File: src/rtl/mem_port_arbiter_pkg.sv
// Shared types for the core RAM port arbiter: requester identifiers and defaults.
// Latency: n/a (types and constants only).
// Backpressure: n/a.
package mem_port_arbiter_pkg;

    // Which requester owns the RAM this cycle, or which one a read return belongs to
    typedef enum logic [1:0] {
        MEM_NONE = 2'd0,
        MEM_CPU  = 2'd1,
        MEM_VID  = 2'd2,
        MEM_SS   = 2'd3
    } mem_client_t;

    localparam int STARVE_LIMIT_DEF = 16;
    localparam int ADDR_W_DEF       = 12;

endpackage

File: src/rtl/mem_port_arbiter_starve_counter.sv
// Wait-time monitor for one secondary requester; flags when it has waited LIMIT cycles.
// Latency: starved reflects the count registered at the previous edge.
// Backpressure: none; status only, it never influences the grant.
module starve_counter #(
    parameter int LIMIT = 16
) (
    input  logic clk,
    input  logic reset,
    input  logic req,
    input  logic ack,
    output logic starved
);
    localparam int CW = $clog2(LIMIT + 1);
    localparam logic [CW-1:0] LIM = CW'(LIMIT);

    logic [CW-1:0] r_cnt;

    // Count waiting cycles, saturate at the limit, clear when served or withdrawn
    always_ff @(posedge clk or posedge reset) begin
        if (reset) begin
            r_cnt <= '0;
        end else if (ack || !req) begin
            r_cnt <= '0;
        end else if (r_cnt != LIM) begin
            r_cnt <= r_cnt + 1'b1;
        end
    end

    assign starved = (r_cnt == LIM);

endmodule

File: src/rtl/mem_port_arbiter.sv
// Single-port RAM arbiter: CPU absolute priority, video/savestate round-robin on idle cycles.
// Latency: grant/ack combinational in the request cycle; read data and valid one cycle later.
// Backpressure: secondaries hold req until a one-cycle ack; the CPU is never stalled.
module mem_port_arbiter
    import mem_port_arbiter_pkg::*;
#(
    parameter int STARVE_LIMIT = STARVE_LIMIT_DEF,
    parameter int ADDR_W       = ADDR_W_DEF
) (
    input  logic              clk,
    input  logic              reset,
    input  logic              cpu_halted,
    input  logic              cpu_req,
    input  logic              cpu_we,
    input  logic [ADDR_W-1:0] cpu_addr,
    input  logic [3:0]        cpu_wdata,
    output logic [3:0]        cpu_rdata,
    input  logic              vid_req,
    input  logic [ADDR_W-1:0] vid_addr,
    output logic              vid_ack,
    output logic [3:0]        vid_rdata,
    output logic              vid_valid,
    input  logic              ss_req,
    input  logic              ss_we,
    input  logic [ADDR_W-1:0] ss_addr,
    input  logic [3:0]        ss_wdata,
    output logic              ss_ack,
    output logic [3:0]        ss_rdata,
    output logic              ss_valid,
    output logic [ADDR_W-1:0] ram_addr,
    output logic              ram_we,
    output logic [3:0]        ram_wdata,
    input  logic [3:0]        ram_rdata,
    output logic              vid_starved,
    output logic              ss_starved
);
    logic        r_rr_last;   // 0 = video granted last, 1 = savestate granted last
    mem_client_t r_ret_client;
    mem_client_t w_gnt;
    logic        w_vid_cand;
    logic        w_ss_cand;
    logic        w_ss_req_live;

    assign w_vid_cand    = vid_req;
    assign w_ss_req_live = ss_req & cpu_halted;
    assign w_ss_cand     = w_ss_req_live;

    // Pick this cycle's owner; reset forces idle so the RAM sees nothing mid-reset
    always_comb begin
        w_gnt = MEM_NONE;
        if (!reset) begin
            if (cpu_req) begin
                w_gnt = MEM_CPU;
            end else if (w_vid_cand && w_ss_cand) begin
                w_gnt = r_rr_last ? MEM_VID : MEM_SS;
            end else if (w_vid_cand) begin
                w_gnt = MEM_VID;
            end else if (w_ss_cand) begin
                w_gnt = MEM_SS;
            end
        end
    end

    // Steer the winner onto the RAM port and raise its ack
    always_comb begin
        ram_addr  = '0;
        ram_we    = 1'b0;
        ram_wdata = 4'h0;
        vid_ack   = 1'b0;
        ss_ack    = 1'b0;
        case (w_gnt)
            MEM_CPU: begin
                ram_addr  = cpu_addr;
                ram_we    = cpu_we;
                ram_wdata = cpu_wdata;
            end
            MEM_VID: begin
                ram_addr = vid_addr;
                vid_ack  = 1'b1;
            end
            MEM_SS: begin
                ram_addr  = ss_addr;
                ram_we    = ss_we;
                ram_wdata = ss_wdata;
                ss_ack    = 1'b1;
            end
            default: ;
        endcase
    end

    // Round-robin pointer moves only when a secondary wins; remember who owns the next read return
    always_ff @(posedge clk or posedge reset) begin
        if (reset) begin
            r_rr_last    <= 1'b1;
            r_ret_client <= MEM_NONE;
        end else begin
            if (w_gnt == MEM_VID) r_rr_last <= 1'b0;
            else if (w_gnt == MEM_SS) r_rr_last <= 1'b1;
            r_ret_client <= (w_gnt != MEM_NONE && !ram_we) ? w_gnt : MEM_NONE;
        end
    end

    assign cpu_rdata = ram_rdata;
    assign vid_rdata = ram_rdata;
    assign ss_rdata  = ram_rdata;
    assign vid_valid = (r_ret_client == MEM_VID);
    assign ss_valid  = (r_ret_client == MEM_SS);

    // Savestate only waits "for real" while the CPU is halted; otherwise its counter stays clear
    starve_counter #(.LIMIT(STARVE_LIMIT)) u_vid_starve (
        .clk     (clk),
        .reset   (reset),
        .req     (vid_req),
        .ack     (vid_ack),
        .starved (vid_starved)
    );

    starve_counter #(.LIMIT(STARVE_LIMIT)) u_ss_starve (
        .clk     (clk),
        .reset   (reset),
        .req     (w_ss_req_live),
        .ack     (ss_ack),
        .starved (ss_starved)
    );

endmodule

File: config.mk
export PLATFORM = sky130hd
export DESIGN_NAME = mem_port_arbiter
export DESIGN_NICKNAME = d
export VERILOG_FILES = /design/src/rtl/mem_port_arbiter_pkg.sv /design/src/rtl/mem_port_arbiter_starve_counter.sv /design/src/rtl/mem_port_arbiter.sv
export SDC_FILE = /design/constraint.sdc
export NUM_CORES = 1
export LEC_CHECK = 0
export ABC_AREA = 1
export ABC_CLOCK_PERIOD_IN_PS = 1400
export BUFFER_PORTS_ARGS = -buffer_cell sky130_fd_sc_hd__buf_2
export CAP_MARGIN = 10
export CELL_PAD_IN_SITES_DETAIL_PLACEMENT = 0
export CELL_PAD_IN_SITES_GLOBAL_PLACEMENT = 2
export CORE_MARGIN = 2
export CORE_UTILIZATION = 19
export CTS_BUF_LIST = sky130_fd_sc_hd__clkbuf_8
export DETAILED_ROUTE_END_ITERATION = 16
export PLACE_DENSITY = 0.83
export SYNTH_ARGS = -nofsm -noshare
export SYNTH_HDL_FRONTEND = slang
export SYNTH_SLANG_ARGS = --single-unit
File: constraint.sdc
create_clock -name clk -period 1.4 [get_ports clk]
set_input_delay 0.21 -clock clk [delete_from_list [all_inputs] [get_ports clk]]
set_output_delay 0.21 -clock clk [all_outputs]
set_load 0.005 [all_outputs]
==> out/metrics.yaml <==
outcome:
  status: "finished with violations"
  violations: "negative setup slack"
clocking:
  clock-root-buffer: "clkbuf_8"
  cts_buffer_depth: 2
  cts_buffers: 3
  cts_max_level: 1
  cts_num_sinks: 13
  cts_tree: "built"
  clk_pin_slew_ns: 0.05
  clock_latency_ns: 0.23
detailed_routing:
  drtPass1Iterations: 4
  num_vias: 1302
  drtAntennaViolNets: 0
  routed_wl_microns: 3290
  drtIter0Drc: 43
  drt-wirelength-per-cell_microns: 10.5
  vias_per_cell: 4.15
  drc: 0
yosys:
  ys.flop_type: "dfrtp_1"
  synth_edf_count: 0
  synth_common_cells: "nand3_1, nand2_1, inv_1, nor2_1, buf_4"
  yosys-top-cells-area: "dfrtp_1, nand3_1, nand2_1"
  synth-async-reset-ratio_pct: 100
  ys_ff_latch: 13
  synthDistinctLibCells: 23
  syn_nets: 227
  syn_area_sq_um: 1170
  yosysSeqAreaShare_pct: 27.9
  netlist_instances: 167
  syn_area_per_cell_sq_um: 7.00
  synth_area_leader_cell: "dfrtp_1"
  post-synth-top-count-cell: "nand3_1"
  yosysWarnings: 0
  netlist.area_leader.share_pct: 25.7
cells_and_area:
  n_antenna_cell: 0
  fill_cells: 655
  area_delta_synth_final_pct: 57.7
  final_layout_size_suffix_gt1_share_pct: 52.3
  nets: 300
  fin_util_pct: 31.1
grt:
  grt_max_degree: 17
  grt_first_pass_wirelength_microns: 5240
  grtUsageTotal_pct: 9.74
  grt_pass1_vias: 1247
  antenna_found_initial: 0
  gr-total-overflow: 0
critical_path:
  path_max_fanout: 5
  critPathArrivalTime_ns: 1.46
  endpoint_kind: "output pin"
  path_class: "reg2out"
  required_ns: 1.19
  cp-start-kind: "flop"
sta:
  setup_slack_ns: -0.269
  fmax_ghz: 0.599
  final_hold_viol_count: 0
  slew_headroom_pct: 82.1
  fin_crit_ns: 1.67
  setup_viol: 19
  drv_slew: 0
  rsz0062_at_grt: "yes"
  tns_ns: -3.84
  min_period_over_period_pct: 119
  skew_ns: 0.00268
  worst_pin_slew_ns: 0.268
power:
  power.density_nw_per_um2: 593
  combPwrFrac_pct: 34.0
  leakage_nw: 1.03
  p_int_w: 0.000778
  total_power_w: 0.00109
  ir_drop_uv: 338
  switching_share_pct: 28.9
  switching_power_w: 0.000316
  pwr-share-seq_pct: 37.8
  clock_power_share_pct: 28.3
floorplan:
  die_w_microns: 82.4
  start_util_pct: 19.7
  die_h_microns: 82.4
  io_pins: 91
  fp-row-count: 28
  dieArea_sq_um: 6790
  coreArea_sq_um: 5920
min_path:
  hold_path.class: "in2async"
run:
  drv_cap: 0
placement:
  globalplace.congestion: 0.725
  port_buffers: 74
  hpwl_microns: 2660
  dp_slack_ns: -0.0398
path summary, 6_finish.rpt:
path	from	end	slack (ns)	cells past startpoint
min	reset	u_vid_starve.r_cnt[1]$_DFFE_PP0P_	0.04	3
max reg2reg	r_rr_last$_DFFE_PP1P_	u_vid_starve.r_cnt[0]$_DFFE_PP0P_	0.13	7
min in group clk	vid_req	u_vid_starve.r_cnt[4]$_DFFE_PP0P_	0.30	3
max in group asynchronous	reset	r_rr_last$_DFFE_PP1P_	1.16	3
max	r_rr_last$_DFFE_PP1P_	ram_addr[4]	-0.27	8
min reg2reg	r_rr_last$_DFFE_PP1P_	r_rr_last$_DFFE_PP1P_	0.54	1
critical path, cell delays in order, from the launching register on:
cell and delay, ns:
dfstp_2 0.53, nand2_2 0.05, inv_2 0.06, nor2_4 0.05, buf_12 0.13, clkbuf_16 0.15
nand3_2 0.07, nand3_2 0.07, buf_2 0.12
repair_timing:
action,in CTS,in global routing
cloned,0,1
endpoints found under the setup margin,21,20
setup buffers,3,0
hold buffers,0,0
pin swaps,3,11
gates resized for setup,6,25
power by group through the flow:
stage / combinational, W / clock (W) / sequential (W)
after detailed placement: 0.000314 / 0 / 0.000417
final: 0.000371 / 0.000309 / 0.000413
after global placement: 0.000316 / 0 / 0.000417
after global routing: 0.000416 / 0.000339 / 0.000415
after floorplan: 0.000185 / 0 / 0.000415
after CTS: 0.000333 / 0.000315 / 0.000412
metal layers:
| layer | part of all wire [%] | vias to the layer above | GRT usage (%) |
|---|---|---|---|
| li1 | - | 667 | - |
| met1 | 40 | 571 | 11.6 |
| met2 | 51 | 58 | 18.1 |
| met3 | 8.3 | 6 | 2.07 |
| met4 | 0.82 | 0 | 1.67 |
| met5 | 0 | - | 0 |
cells in the final DEF, fill, tap and decap left out, types with 2 or more instances in the layout:
cell	instances
xor2_1	8
buf_4	6
nand3_1	22
clkbuf_8	3
buf_12	4
nand3_2	18
inv_2	4
buf_2	71
buf_6	3
dfrtp_1	12
o21ai_0	3
nand2_1	33
ha_1	3
nand2_2	5
nor2_1	14
nand3_4	2
nor2_4	2
inv_1	15
logic make-up after synthesis:
family | after synthesis | share of synthesized area (%)
buffers and inverters | 36 | 18.0
AOI/OAI and AO/OA | 7 | 3.75
adders and majority gates | 4 | 4.28
and+or+nand+nor | 99 | 40.0
xor gates and xnor gates | 8 | 6.00
DFF | 13 | 27.9
sequential cells by signal, summed over array words and instances (netlist names):
name and cells:
u_vid_starve.r_cnt 5, u_ss_starve.r_cnt 5, r_rr_last 1, r_ret_client 2
final cells by class:
type	count	area, sq um	area share (%)
flip-flops and latches	13	327	17.7
repair buffers	85	539	29.3
clock buffers	3	41.3	2.24
clock inverters	1	3.75	0.204
multi-input cells	118	764	41.5
inverters	19	73.8	4.01
well taps	75	93.8	5.09
per-stage QoR:
stage,area [sq um],hold slack [ns],std cells
after CTS,1690,0.0467,313
after detailed placement,1590,0.295,306
after global placement,1590,0.298,306
after floorplan,1170,0.108,167
after global routing,1840,0.0586,314
final,1840,0.0449,314
No activity file was read; power rests on OpenSTA's default activity.
